File: src/rtl/vram_port_arbiter.sv
// Shares one synchronous single-port VRAM between fixed-priority pixel fetches
// and a CPU req/ack master with a buffered write path and an ordered read path.
module vram_port_arbiter #(
   parameter int ADDR_WIDTH = 15,
   parameter int DATA_WIDTH = 8,
   parameter int FIFO_DEPTH = 4
) (
   input  logic                  clk,
   input  logic                  rst,
   input  logic                  pixel_clk,
   input  logic [ADDR_WIDTH-1:0] clk_read_addr,
   output logic [DATA_WIDTH-1:0] clk_read_data,
   input  logic                  cpu_req,
   input  logic                  cpu_we,
   input  logic [ADDR_WIDTH-1:0] cpu_addr,
   input  logic [DATA_WIDTH-1:0] cpu_wdata,
   output logic                  cpu_ack,
   output logic [DATA_WIDTH-1:0] cpu_rdata,
   output logic                  fifo_full,
   output logic [ADDR_WIDTH-1:0] mem_addr,
   output logic [DATA_WIDTH-1:0] mem_wdata,
   output logic                  mem_we,
   input  logic [DATA_WIDTH-1:0] mem_rdata
);
   localparam int PTR_W = $clog2(FIFO_DEPTH);
   localparam int CNT_W = PTR_W + 1;

   typedef enum logic [1:0] {IDLE, DRAIN, ISSUE, CAPTURE} state_t;

   state_t                state_q, state_d;
   logic [ADDR_WIDTH-1:0] fifo_addr_q [FIFO_DEPTH];
   logic [DATA_WIDTH-1:0] fifo_data_q [FIFO_DEPTH];
   logic [PTR_W-1:0]      wr_ptr_q, rd_ptr_q;
   logic [CNT_W-1:0]      count_q, count_d;
   logic                  fifo_full_q;
   logic                  cpu_ack_q, cpu_ack_d;
   logic                  pix_pend_q;
   logic [DATA_WIDTH-1:0] clk_read_data_q, cpu_rdata_q;
   logic [ADDR_WIDTH-1:0] last_addr_q;
   logic [DATA_WIDTH-1:0] last_wdata_q;
   logic                  fifo_empty, push, pop, rd_issue;

   assign fifo_empty = (count_q == '0);
   assign pop        = !pixel_clk && !fifo_empty;
   // An ack in flight means the master has not yet seen completion of its current request.
   assign push       = cpu_req && cpu_we && !fifo_full_q && !cpu_ack_q && (state_q == IDLE);
   assign count_d    = count_q + CNT_W'(push) - CNT_W'(pop);
   assign cpu_ack_d  = push || (state_q == CAPTURE);

   always_comb begin
      state_d  = state_q;
      rd_issue = 1'b0;
      case (state_q)
         IDLE:    if (cpu_req && !cpu_we && !cpu_ack_q) state_d = DRAIN;
         DRAIN:   if (fifo_empty) state_d = ISSUE;
         ISSUE: begin
            if (!pixel_clk && fifo_empty) begin
               rd_issue = 1'b1;
               state_d  = CAPTURE;
            end
         end
         CAPTURE: state_d = IDLE;
         default: state_d = IDLE;
      endcase
   end

   // Unused slots replay the previous address/data so the RAM pins stay quiet.
   always_comb begin
      mem_we    = 1'b0;
      mem_addr  = last_addr_q;
      mem_wdata = last_wdata_q;
      if (!rst) begin
         if (pixel_clk) begin
            mem_addr = clk_read_addr;
         end else if (pop) begin
            mem_we    = 1'b1;
            mem_addr  = fifo_addr_q[rd_ptr_q];
            mem_wdata = fifo_data_q[rd_ptr_q];
         end else if (rd_issue) begin
            mem_addr = cpu_addr;
         end
      end
   end

   always_ff @(posedge clk or posedge rst) begin
      if (rst) begin
         state_q         <= IDLE;
         wr_ptr_q        <= '0;
         rd_ptr_q        <= '0;
         count_q         <= '0;
         fifo_full_q     <= 1'b0;
         cpu_ack_q       <= 1'b0;
         pix_pend_q      <= 1'b0;
         clk_read_data_q <= '0;
         cpu_rdata_q     <= '0;
         last_addr_q     <= '0;
         last_wdata_q    <= '0;
      end else begin
         state_q     <= state_d;
         count_q     <= count_d;
         fifo_full_q <= (count_d == CNT_W'(FIFO_DEPTH));
         cpu_ack_q   <= cpu_ack_d;
         pix_pend_q  <= pixel_clk;
         if (push) wr_ptr_q <= wr_ptr_q + PTR_W'(1);
         if (pop)  rd_ptr_q <= rd_ptr_q + PTR_W'(1);
         if (pix_pend_q) clk_read_data_q <= mem_rdata;
         if (state_q == CAPTURE) cpu_rdata_q <= mem_rdata;
         last_addr_q  <= mem_addr;
         last_wdata_q <= mem_wdata;
      end
   end

   always_ff @(posedge clk) begin
      if (push) begin
         fifo_addr_q[wr_ptr_q] <= cpu_addr;
         fifo_data_q[wr_ptr_q] <= cpu_wdata;
      end
   end

   assign clk_read_data = clk_read_data_q;
   assign cpu_ack       = cpu_ack_q;
   assign cpu_rdata     = cpu_rdata_q;
   assign fifo_full     = fifo_full_q;
endmodule

File: config.mk
export PLATFORM = sky130hd
export DESIGN_NAME = vram_port_arbiter
export DESIGN_NICKNAME = d
export VERILOG_FILES = /design/src/rtl/vram_port_arbiter.sv
export SDC_FILE = /design/constraint.sdc
export NUM_CORES = 1
export LEC_CHECK = 0
export ABC_AREA = 1
export BUFFER_PORTS_ARGS = -buffer_cell sky130_fd_sc_hd__buf_4
export CORE_UTILIZATION = 33
export DETAILED_ROUTE_END_ITERATION = 16
export GPL_ROUTABILITY_DRIVEN = 0
export PLACE_DENSITY_LB_ADDON = 0.2
export SLEW_MARGIN = 20
export SYNTH_ARGS = -nofsm -noshare
export SYNTH_HDL_FRONTEND = slang
export SYNTH_SLANG_ARGS = --single-unit
File: constraint.sdc
create_clock -name clk -period 4.2 [get_ports clk]
set_input_delay 0.63 -clock clk [delete_from_list [all_inputs] [get_ports clk]]
set_output_delay 0.63 -clock clk [all_outputs]
set_load 0.01 [all_outputs]
**Yosys cells after proc, flatten, opt, wreduce, memory -nomap -nowiden**

Memories as Yosys holds them, arrays and structs flattened.
Cells that the tools add are included.

- Add/subtract/negate cells: 4
- Eq/ne operators: 7
- Muxes and demuxes: 18
- Reductions and logical operators: 17

Operators with widths:

| kind | count |
|---|---|
| 15-bit 2-to-1 mux | 4 |
| 8-bit 2-to-1 mux | 3 |
| 1-bit logical AND | 8 |
| 2-bit one-hot mux with 4 select lines | 1 |
| 1-bit 2-to-1 mux | 7 |
| 2-bit 2-to-1 mux | 3 |
| 1-bit zero test | 5 |
| 2-bit by 1-bit adder with 2-bit output, second input constant | 2 |
| 2-bit equality test, second input constant | 2 |
| 2-bit inequality test, second input constant | 2 |
| 3-bit by 1-bit adder with 3-bit output | 1 |
| 3-bit equality test, second input constant | 1 |
| 3-bit zero test | 1 |
| 3-bit AND reduction | 1 |
| 3-bit by 1-bit subtractor with 3-bit output | 1 |
| 2-bit by 1-bit equality test with 1-bit output, second input constant | 1 |
| 2-bit zero test | 1 |
| 2-bit by 1-bit inequality test with 1-bit output, second input constant | 1 |
| 1-bit logical OR | 1 |

- Register bits after elaboration: 51
- Memory bits (writable): 92
- Bits of input ports: 51
- Output and inout bits: 42
- Word-level logic and storage cells: 59
- Memories: 2

Memories:

| name | depth | width | rd ports | clocked after memory_dff | wr ports | line | RTL |
|---|---|---|---|---|---|---|---|
| fifo_addr_q | 4 | 15 | 1 | 0 | 1 | 31 | `logic [ADDR_WIDTH-1:0] fifo_addr_q [FIFO_DEPTH];` |
| fifo_data_q | 4 | 8 | 1 | 0 | 1 | 32 | `logic [DATA_WIDTH-1:0] fifo_data_q [FIFO_DEPTH];` |

**Longest topological paths before layout**

Gate-level depths: netlist of the first run.

- Depth in word-level cells: 8
- Mapped depth: 10
- Gate-level depth less buffers: 10

**Least setup slack after synthesis of the first run**

Ideal clock, no wire load.

- Path kind: input-to-output
- Start: input port rst
- End: output port mem_wdata[0]
- Arrival: 2.563 ns
- Required time: 3.570 ns
- Path slack: 1.007 ns
- Stages: 5
- Buffers on the path: 2
- Path through: buf_2 > inv_1 > nand2_4 > buf_6 > a21oi_1

- Cells in the longest elaborated chain, start to end: 1

Ends and longest elaborated chain:

| element | line | RTL |
|---|---|---|
| start: declaration | 9 | `input logic rst,` |
| 8-bit 2-to-1 mux | 72 | `if (!rst) begin` |
| end: declaration | 21 | `output logic [DATA_WIDTH-1:0] mem_wdata,` |

Every way passes these cells.

**Worst setup path in the final report of the first run**

- Start: register rd_ptr_q[0]
- End: output port mem_addr[13]

- Cells in the longest elaborated chain, start to end: 4

Ends and longest elaborated chain:

| element | line | RTL |
|---|---|---|
| start: declaration | 33 | `logic [PTR_W-1:0] wr_ptr_q, rd_ptr_q;` |
| start signal: assignment | 105 | `if (pop) rd_ptr_q <= rd_ptr_q + PTR_W'(1);` |
| memory 4 x 15 bit | - |  |
| 15-bit 2-to-1 mux | 75 | `end else if (pop) begin` |
| 15-bit 2-to-1 mux | 73 | `if (pixel_clk) begin` |
| 15-bit 2-to-1 mux | 72 |  |
| end: declaration | 20 | `output logic [ADDR_WIDTH-1:0] mem_addr,` |

Every way passes these cells.

==> flow_metrics.env, run 1 <==
export IMPL_status="finished, final reports clean"
export IMPL_worstPathArrival_ns=2.56
export IMPL_period_needed_ns=3.192
export IMPL_start_kind="flip-flop"
export IMPL_worstReg2RegEnd="fifo_full"
export IMPL_start_util_pct=33.79
export IMPL_final_nets=793
export IMPL_max_clock_freq_mhz=313.3
export IMPL_worst_slew_pin_slew_ns=0.8860
export IMPL_multi_input_area_mm2=0.001848
export IMPL_first_global_vias=4655
export IMPL_rsz0062_at_grt="no"
export IMPL_crit_fanout=26
export IMPL_fillCellCount=1852
export IMPL_p_leak_nw=3.582
export IMPL_critPathKind="reg -> out"
export IMPL_yosysUniqueCellTypes=32
export IMPL_r2r_cells=10
export IMPL_wl_per_cell_um=15.02
export IMPL_core_area_mm2=0.01883
export IMPL_syn_cell_area_mm2=0.006364
export IMPL_io_buffers=92
export IMPL_viasPerCell=4.476
export IMPL_num_rows=50
export IMPL_regArea_mm2=0.004039
export IMPL_synth_area_leaders="edfxtp_1 (43%), dfrtp_1 (20%), nand2_1 (9.9%)"
export IMPL_hold_path_class="in -> async"
export IMPL_dp_hpwl_um=9661
export IMPL_drt_iter0_markers=180
export IMPL_peakVddDrop_v=0.0003243
export IMPL_htree_levels=4
export IMPL_first_pass_iters=5
export IMPL_route_vias_total=4498
export IMPL_overflow=0
export IMPL_grt_max_degree=48
export IMPL_wirelength_um=15090
export IMPL_clockBufferDepth=2
export IMPL_critPathRequiredTime_ns=3.57
export IMPL_seq_area_frac_synth_pct=63.47
export IMPL_avgSynthCellArea_um2=9.943
export IMPL_track_usage_pct=16.41
export IMPL_tritoncts="yes"
export IMPL_drc=0
export IMPL_ys_dominant_reg_cell="edfxtp_1"
export IMPL_synthArstFlopShare_pct=35.66
export IMPL_finalHoldViolations=0
export IMPL_drive_gt1_share_pct=21.61
export IMPL_drv_cap=0
export IMPL_antenna_found_initial=0
export IMPL_finalClockSkew_ns=0.007088
export IMPL_setup_viol=0
export IMPL_post_cts_setup_buffer_count=0
export IMPL_setup_tns_ns=0
export IMPL_synth_top_area_share_pct=43.41
export IMPL_cts_buffers=17
export IMPL_ant_nets=0
export IMPL_path_clk_slew_ns=0.06
export IMPL_netlist_instances=640
export IMPL_final_util_pct=41.95
export IMPL_holdBufCountCts=0
export IMPL_cts_root_buf="clkbuf_16"
export IMPL_p_per_area_mw_per_mm2=628.3
export IMPL_synth_seq_cells=143
export IMPL_grt_pass1_wl_um=24370
export IMPL_dieArea_mm2=0.01984
export IMPL_crit_start="rd_ptr_q[0]"
export IMPL_r2r_start="count_q[2]"
export IMPL_ys_warn_count=0
export IMPL_clk_latency_ns=0.42
export IMPL_n_antenna_cell=0
export IMPL_dieWidth_um=140.9
export IMPL_ff2ff_setup_slack_ns=1.69
export IMPL_final_common_cell="nand2_1"
export IMPL_drv_slew=0
export IMPL_end_kind="output pin"
export IMPL_synth_area_leader_cell="edfxtp_1"
export IMPL_synth_edf_count=92
export IMPL_syn_nets=701
export IMPL_die_h_um=140.9
export IMPL_final_cell_mix="nand2_1 (167), buf_4 (99), edfxtp_1 (92)"
export IMPL_slew_headroom_pct=40.87
export IMPL_post_route_period_util_pct=76.00
export IMPL_io_pins=93
export IMPL_area_growth_pct=24.13
export IMPL_clock_sinks=143
export IMPL_cts_resized=0
==> layer usage <==
metal  GRT usage, %  share of wire (%)  vias to the layer above
met4          6.636                1.3                        0
met3          4.823                6.0                       15
li1               -                  -                     2232
met1          20.11                 45                     2138
met2          27.13                 48                      113
met5              0                  0                        -
==> cell usage after synthesis (2+ instances only) <==
master and instances:
nand2_4 2, nand2_2 10, dfrtp_1 51, buf_2 8, nand2_1 167, buf_6 3, o21ai_1 4, nand3_1 33
xor2_1 3, o21ai_0 30, inv_1 87, o22ai_1 7, a21oi_1 25, edfxtp_1 92, buf_4 6, ha_1 9
clkbuf_1 9, mux2_2 8, inv_2 2, nor2_1 71, nor2_4 2
==> worst max path at each step <==
| stage | depth (start not counted) | slack, ns | endpoint |
|---|---|---|---|
| floorplan | 5 | 1.01 | mem_wdata[0] |
| global placement | 10 | 1.43 | mem_addr[14] |
| detailed placement | 10 | 1.39 | mem_addr[14] |
| CTS | 7 | 0.98 | mem_wdata[2] |
| global route | 7 | 0.74 | mem_wdata[2] |
| finish | 9 | 1.01 | mem_addr[13] |
==> report_power, final <==
part	switching (mW)	leakage [nW]	total, mW	internal (mW)
registers	0.116	1.43	1.85	1.74
logic	0.999	1.86	1.59	0.592
clock network	0.560	0.293	1.52	0.960
total	1.68	3.58	4.96	3.29
==> metrics by stage <==
stage / power (mW) / hold slack (ns) / cell area, um^2 / setup slack (ns) / instances
2_1_floorplan: 2.921 / 0.5004 / 6364 / 1.007 / 640
3_3_place_gp: 3.440 / 0.4578 / 7300 / 1.432 / 973
3_5_place_dp: 3.486 / 0.4640 / 7300 / 1.394 / 973
4_1_cts: 5.018 / 0.3495 / 7899 / 0.9816 / 1005
5_1_grt: 5.300 / 0.3767 / 7899 / 0.7359 / 1005
6_report: 4.963 / 0.3490 / 7899 / 1.008 / 1005
==> final cells by class <==
| cell class | count | area share [%] |
|---|---|---|
| Sequential cell | 143 | 51.13 |
| Multi-Input combinational cell | 380 | 23.40 |
| Timing Repair Buffer | 99 | 9.409 |
| Clock buffer | 21 | 5.829 |
| Inverter | 91 | 4.356 |
| Tap cell | 260 | 4.118 |
| Clock inverter | 11 | 1.758 |
==> cells by family (layout without fill, tap and decap cells) <==
family	count (synthesis)	count (layout)	synth area share (%)
DFF	143	143	63.47
adders and majority gates	10	10	2.084
xor gates and xnor gates	4	4	0.5506
muxes	8	8	1.416
buffers and inverters	117	222	7.806
AOI/OAI and AO/OA	69	69	5.682
and+or+nand+nor	289	289	18.99
==> worst max-delay path, stage by stage (launching register included) <==
cell     delay, ns
dfrtp_1       0.37
inv_1         0.65
buf_4         0.40
o21ai_0       0.15
o21ai_1       0.12
nand2_1       0.08
nand2_1       0.06
nand2_1       0.04
nand2_1       0.13
buf_4         0.14
==> flip-flops by register name, summed over array words and instances, names as in the netlist, 3 cells and up <==
signal and cells:
fifo_data_q 32, fifo_addr_q 60, cpu_rdata 8, clk_read_data 8, count_q 3, last_wdata_q 8, last_addr_q 15
Power figures use the tool's default switching activity.
==> run 2, diff against run 1 <==
--- a/config.mk
+++ b/config.mk
@@ -5,7 +5,7 @@
 export SDC_FILE = /design/constraint.sdc
 export NUM_CORES = 1
 export LEC_CHECK = 0
-export ABC_AREA = 1
+export ABC_AREA = 0
 export BUFFER_PORTS_ARGS = -buffer_cell sky130_fd_sc_hd__buf_4
 export CORE_UTILIZATION = 33
 export DETAILED_ROUTE_END_ITERATION = 16
==> constraint.sdc (replaced) <==
create_clock -name clk -period 3 [get_ports clk]
set_input_delay 0.45 -clock clk [delete_from_list [all_inputs] [get_ports clk]]
set_output_delay 0.45 -clock clk [all_outputs]
set_load 0.01 [all_outputs]
==> flow_metrics.env, run 2 <==
export IMPL_p_leak_nw=2.864
export IMPL_synth_xor_area_share_pct=0.7538
export IMPL_use_met2_pct=23.80
export IMPL_synth_compound_area_share_pct=4.674
export IMPL_synthArstFlopShare_pct=35.66
export IMPL_rsz0062_at_grt="no"
export IMPL_synth_edf_count=92
export IMPL_max_clock_freq_mhz=368.9
export IMPL_final_nets=493
export IMPL_wirelength_um=12350
export IMPL_clockBufferDepth=2
export IMPL_r2r_cells=10
export IMPL_start_kind="flip-flop"
export IMPL_cts_root_buf="clkbuf_16"
export IMPL_ant_nets=0
export IMPL_num_rows=48
export IMPL_dieWidth_um=134.7
export IMPL_overflow=0
export IMPL_drive_gt1_share_pct=41.35
export IMPL_antenna_found_initial=0
export IMPL_period_needed_ns=2.711
export IMPL_wl_per_cell_um=18.43
export IMPL_synth_simple_area_share_pct=3.101
export IMPL_synth_seq_cells=143
export IMPL_track_usage_pct=14.69
export IMPL_avgSynthCellArea_um2=17.87
export IMPL_syn_cell_area_mm2=0.005809
export IMPL_drc=0
export IMPL_tritoncts="yes"
export IMPL_cts_resized=0
export IMPL_start_util_pct=33.70
export IMPL_layout_setup_ws_ns=0.2892
export IMPL_drv_slew=0
export IMPL_status="finished, final reports clean"
export IMPL_drv_cap=0
export IMPL_clock_sinks=143
export IMPL_yosysUniqueCellTypes=32
export IMPL_setup_tns_ns=0
export IMPL_final_area_mm2=0.007367
export IMPL_dieArea_mm2=0.01814
export IMPL_slew_headroom_pct=51.94
export IMPL_first_pass_iters=4
export IMPL_placed_area_mm2=0.006805
export IMPL_worstPathArrival_ns=2.26
export IMPL_holdBufCountCts=0
export IMPL_largest_reg_flops=60
export IMPL_netlist_instances=325
export IMPL_crit_fanout=14
export IMPL_grt_util_met1_pct=19.06
export IMPL_p_per_area_mw_per_mm2=889.5
export IMPL_reg_top3="fifo_addr_q: 60 flops, fifo_data_q: 32 flops, last_addr_q: 15 flops"
export IMPL_core_area_mm2=0.01724
export IMPL_ys_warn_count=0
export IMPL_drt_iter0_markers=209
export IMPL_post_cts_setup_buffer_count=0
export IMPL_hold_path_class="in -> async"
export IMPL_setup_viol=0
export IMPL_end_kind="output pin"
export IMPL_path_clk_slew_ns=0.06
export IMPL_final_common_cell="buf_4"
export IMPL_synth_area_leaders="edfxtp_1 (48%), dfrtp_1 (22%), mux4_2 (6.2%)"
export IMPL_n_antenna_cell=0
export IMPL_whs_ns=0.2311
export IMPL_finalHoldViolations=0
export IMPL_finalClockSkew_ns=0.006539
export IMPL_synth_top_family_by_area="multiplexers"
export IMPL_critPathKind="reg -> out"
export IMPL_post_route_period_util_pct=90.36
export IMPL_area_growth_pct=26.81
export IMPL_htree_levels=4
export IMPL_final_cell_mix="buf_4 (104), edfxtp_1 (92), dfrtp_1 (50)"
export IMPL_viasPerCell=4.819
export IMPL_synthMuxAreaShare_pct=17.23
export IMPL_pre_cts_ws_ns=0.5022
export IMPL_clk_latency_ns=0.41
export IMPL_yosys_cell_count_top_type="edfxtp_1"
export IMPL_synth_top_area_share_pct=47.56
export IMPL_io_pins=93
export IMPL_yosys_area_share_adder_pct=2.283
export IMPL_crit_chain="buf_12 > mux4_2 > a21oi_1 > a2bb2oi_1 > buf_4"
export IMPL_cts_buffers=17
export IMPL_grt_max_degree=37
export IMPL_synth_area_leader_cell="edfxtp_1"
export IMPL_syn_nets=386
export IMPL_peakVddDrop_v=0.0004108
export IMPL_first_global_vias=3499
export IMPL_grt_pass1_wl_um=19430
export IMPL_io_buffers=92
export IMPL_worst_slew_pin_slew_ns=0.7143
export IMPL_route_vias_total=3229
export IMPL_top_usage_layer="met2"
export IMPL_dp_hpwl_um=8099
export IMPL_synthTopCellsByCount="edfxtp_1 (92), dfrtp_1 (51), mux2_2 (21)"
export IMPL_crit_path_max_incr_delay_ns=0.68
export IMPL_seq_area_frac_synth_pct=69.52
export IMPL_largest_register="fifo_addr_q"
export IMPL_die_h_um=134.7
export IMPL_ys_dominant_reg_cell="edfxtp_1"
export IMPL_met3_usage_pct=4.054
export IMPL_critPathRequiredTime_ns=2.55
export IMPL_slowest_stage="dfrtp_2"
export IMPL_finalPower_mw=6.553
==> run 2: cell types whose count changed after synthesis, sizes merged, moves of 13 or more <==
cell,delta
a21oi,-17
nand2,-172
inv,-81
mux4,+23
mux2i,+13
o21ai,-32
a211oi,+13
nor2,-59
mux2,+19
nand3,-34
==> run 2: worst paths after layout <==
check	start	end	slack, ns
min	rst	rd_ptr_q[1]	0.23
min reg2reg	last_wdata_q[4]	last_wdata_q[4]	0.49
min in group clk	cpu_wdata[5]	fifo_data_q[3][5]	0.24
max reg2reg	state_q[0]	fifo_full	0.56
max in group asynchronous	rst	last_addr_q[3]	2.02
max	rd_ptr_q[0]	mem_addr[2]	0.29
==> run 2: where the power goes <==
group | internal [mW] | switching [mW] | total (mW)
Clock | 1.19 | 0.772 | 1.96
Combinational | 1.07 | 0.851 | 1.92
Sequential | 2.43 | 0.240 | 2.67
==> run 2: area by class of cell <==
cell class              instances  area [um^2]
clock buffers                  22        506.7
clock inverters                10        55.05
fillers                      1534         9869
inverters                       9        33.78
multi-input cells             155         1629
flip-flops and latches        143         4040
well taps                     225        281.5
repair buffers                106        820.8
==> run 2: through the flow <==
stage,cells,util (%)
floorplan,325,-
global placement,638,39.48
detailed placement,638,39.48
CTS,670,42.74
global route,670,42.74
finish,670,42.74
==> run 2: cells by family after synthesis <==
kind of cell,Yosys count
AO/OA/AOI/OAI,41
XOR/XNOR,5
adder cells (fa/ha/maj),10
buffers and inverters,27
flip-flops,143
multiplexers,63
AND/OR/NAND/NOR,36
==> run 2: routing by layer <==
| layer | routed length (um) | share of wire, % |
|---|---|---|
| met5 | 0 | 0 |
| met4 | 147 | 1.2 |
| met3 | 516 | 4.2 |
| met2 | 6123 | 50 |
| met1 | 5558 | 45 |
==> run 2: worst max-delay path, delay by kind of cell (launching register included) <==
kind / cells / cell delay [ns]
DFF: 1 / 0.68
muxes: 1 / 0.52
buffers and inverters: 2 / 0.39
AOI/OAI and AO/OA: 2 / 0.26
==> run 3, diff against run 2 <==
--- a/config.mk
+++ b/config.mk
@@ -7,6 +7,7 @@
 export LEC_CHECK = 0
 export ABC_AREA = 0
 export BUFFER_PORTS_ARGS = -buffer_cell sky130_fd_sc_hd__buf_4
+export CORE_ASPECT_RATIO = 1.1
 export CORE_UTILIZATION = 33
 export DETAILED_ROUTE_END_ITERATION = 16
 export GPL_ROUTABILITY_DRIVEN = 0
==> flow_metrics.env, run 3 (same netlist as run 2, synthesis figures left out) <==
export IMPL_status="finished, final reports clean"
export IMPL_dp_hpwl_um=8058
export IMPL_grt_max_degree=35
export IMPL_peakVddDrop_v=0.0003591
export IMPL_finalHoldViolations=0
export IMPL_holdBufCountCts=0
export IMPL_overflow=0
export IMPL_met3_length_um=438
export IMPL_first_global_vias=3427
export IMPL_n_antenna_cell=0
export IMPL_htree_levels=4
export IMPL_io_pins=93
export IMPL_core_area_mm2=0.01714
export IMPL_viasPerCell=4.742
export IMPL_layout_setup_ws_ns=0.2547
export IMPL_path_clk_slew_ns=0.06
export IMPL_end_kind="output pin"
export IMPL_drv_cap=0
export IMPL_die_h_um=141.2
export IMPL_drv_slew=0
export IMPL_antenna_found_initial=0
export IMPL_p_leak_nw=2.845
export IMPL_num_rows=50
export IMPL_largest_reg_flops=60
export IMPL_pre_cts_ws_ns=0.6180
export IMPL_critPathRequiredTime_ns=2.55
export IMPL_clockBufferDepth=2
export IMPL_whs_ns=0.1987
export IMPL_pwr_share_comb_pct=29.8
export IMPL_slew_headroom_pct=59.79
export IMPL_rsz0062_at_grt="no"
export IMPL_tritoncts="yes"
export IMPL_drc=0
export IMPL_finalClockSkew_ns=0.009026
export IMPL_fillCellCount=1573
export IMPL_clock_power_share_pct=31.0
export IMPL_drt_iter0_markers=130
export IMPL_track_usage_pct=14.90
export IMPL_p_sw_share_pct=28.62
export IMPL_final_nets=492
export IMPL_clk_latency_ns=0.42
export IMPL_hold_path_class="in -> async"
export IMPL_finalPower_mw=6.631
export IMPL_cts_root_buf="clkbuf_16"
export IMPL_crit_fanout=22
export IMPL_setup_viol=0
export IMPL_wl_per_cell_um=18.04
export IMPL_largest_register="fifo_addr_q"
export IMPL_route_met2_wl_um=6443
export IMPL_period_needed_ns=2.745
export IMPL_first_pass_iters=4
export IMPL_power_internal_mw=4.733
export IMPL_start_util_pct=33.89
export IMPL_drive_gt1_share_pct=40.99
export IMPL_top_layer_used="met4"
export IMPL_final_cell_mix="buf_4 (104), edfxtp_1 (92), dfrtp_1 (50)"
export IMPL_wl_met1_um=5152
export IMPL_pwr_share_seq_pct=39.2
export IMPL_wirelength_um=12230
export IMPL_clock_sinks=143
export IMPL_io_buffers=92
export IMPL_setup_tns_ns=0
export IMPL_area_growth_pct=27.03
export IMPL_start_kind="flip-flop"
export IMPL_route_vias_total=3215
export IMPL_post_route_period_util_pct=91.51
export IMPL_critPathKind="reg -> out"
export IMPL_final_common_cell="buf_4"
export IMPL_multi_input_area_mm2=0.001634
export IMPL_max_clock_freq_mhz=364.3
export IMPL_worstPathArrival_ns=2.30
export IMPL_regArea_mm2=0.004040
export IMPL_reg_top3="fifo_addr_q: 60 flops, fifo_data_q: 32 flops, last_addr_q: 15 flops"
export IMPL_ant_nets=0
export IMPL_cts_buffers=17
export IMPL_dieWidth_um=128.5
export IMPL_worst_slew_pin_slew_ns=0.5976
export IMPL_p_sw_mw=1.898
export IMPL_p_per_area_mw_per_mm2=898.6
export IMPL_dieArea_mm2=0.01814
export IMPL_grt_pass1_wl_um=19530
-- run 3: cell count changes in the layout (fill, tap and decap cells not counted), sizes merged --
cell / before / now
clkinv: 7 / 4
inv: 11 / 13
buf: 106 / 105
bufinv: 0 / 2
clkinvlp: 1 / 3
clkbuf: 22 / 19
-- run 3: area by class of cell --
class / count / share of cell area, %
flip-flops and latches: 143 / 54.75
multi-input cells: 155 / 22.14
repair buffers: 105 / 10.85
clock buffers: 19 / 6.002
well taps: 234 / 3.967
clock inverters: 13 / 1.831
inverters: 9 / 0.4578
-- run 3: power groups by stage --
| stage | Clock (mW) | Combinational, mW | Sequential (mW) |
|---|---|---|---|
| final | 2.06 | 1.97 | 2.60 |
| after global routing | 2.20 | 2.17 | 2.64 |
| after CTS | 2.11 | 2.02 | 2.60 |
| after detailed placement | 0 | 2.02 | 2.64 |
| after global placement | 0 | 2.00 | 2.63 |
| after floorplan | 0 | 1.31 | 2.63 |
-- run 3: metrics by stage --
| stage | area [um^2] | utilization (%) | instances |
|---|---|---|---|
| 3_3_place_gp | 6797 | 39.65 | 646 |
| 4_1_cts | 7375 | 43.02 | 678 |
| 5_1_grt | 7380 | 43.05 | 678 |
| 3_5_place_dp | 6797 | 39.65 | 646 |
| 6_report | 7380 | 43.05 | 678 |
| 2_1_floorplan | 5811 | - | 325 |
-- run 3: final timing paths --
path / endpoint / slack (ns) / startpoint / cells after the start
worst max-delay path: mem_addr[0] / 0.25 / count_q[1] / 6
worst min-delay path: count_q[1] / 0.20 / rst / 3
max in group asynchronous: rd_ptr_q[0] / 2.04 / rst / 4
min in group clk: fifo_data_q[3][0] / 0.23 / cpu_wdata[0] / 1
worst max register to register: fifo_full / 0.64 / state_q[0] / 10
worst min register to register: last_wdata_q[2] / 0.50 / last_wdata_q[2] / 1
-- run 3: what timing repair did --
action	4_1_cts	5_1_grt
resized for setup	0	1
setup endpoints to repair	0	1
buffers inserted	0	0
-- run 3: worst max-delay path: stages, from the launching register on --
cell	delay (ns)
dfrtp_1	0.43
nor3_1	0.30
or3_1	0.16
buf_4	0.34
nor2_1	0.10
a211oi_1	0.34
buf_4	0.20
-- run 3: metal layers --
layer	vias up	global-route usage, %
li1	1476	-
met1	1665	17.93
met2	60	24.75
met3	14	4.630
met4	0	6.006
met5	-	0
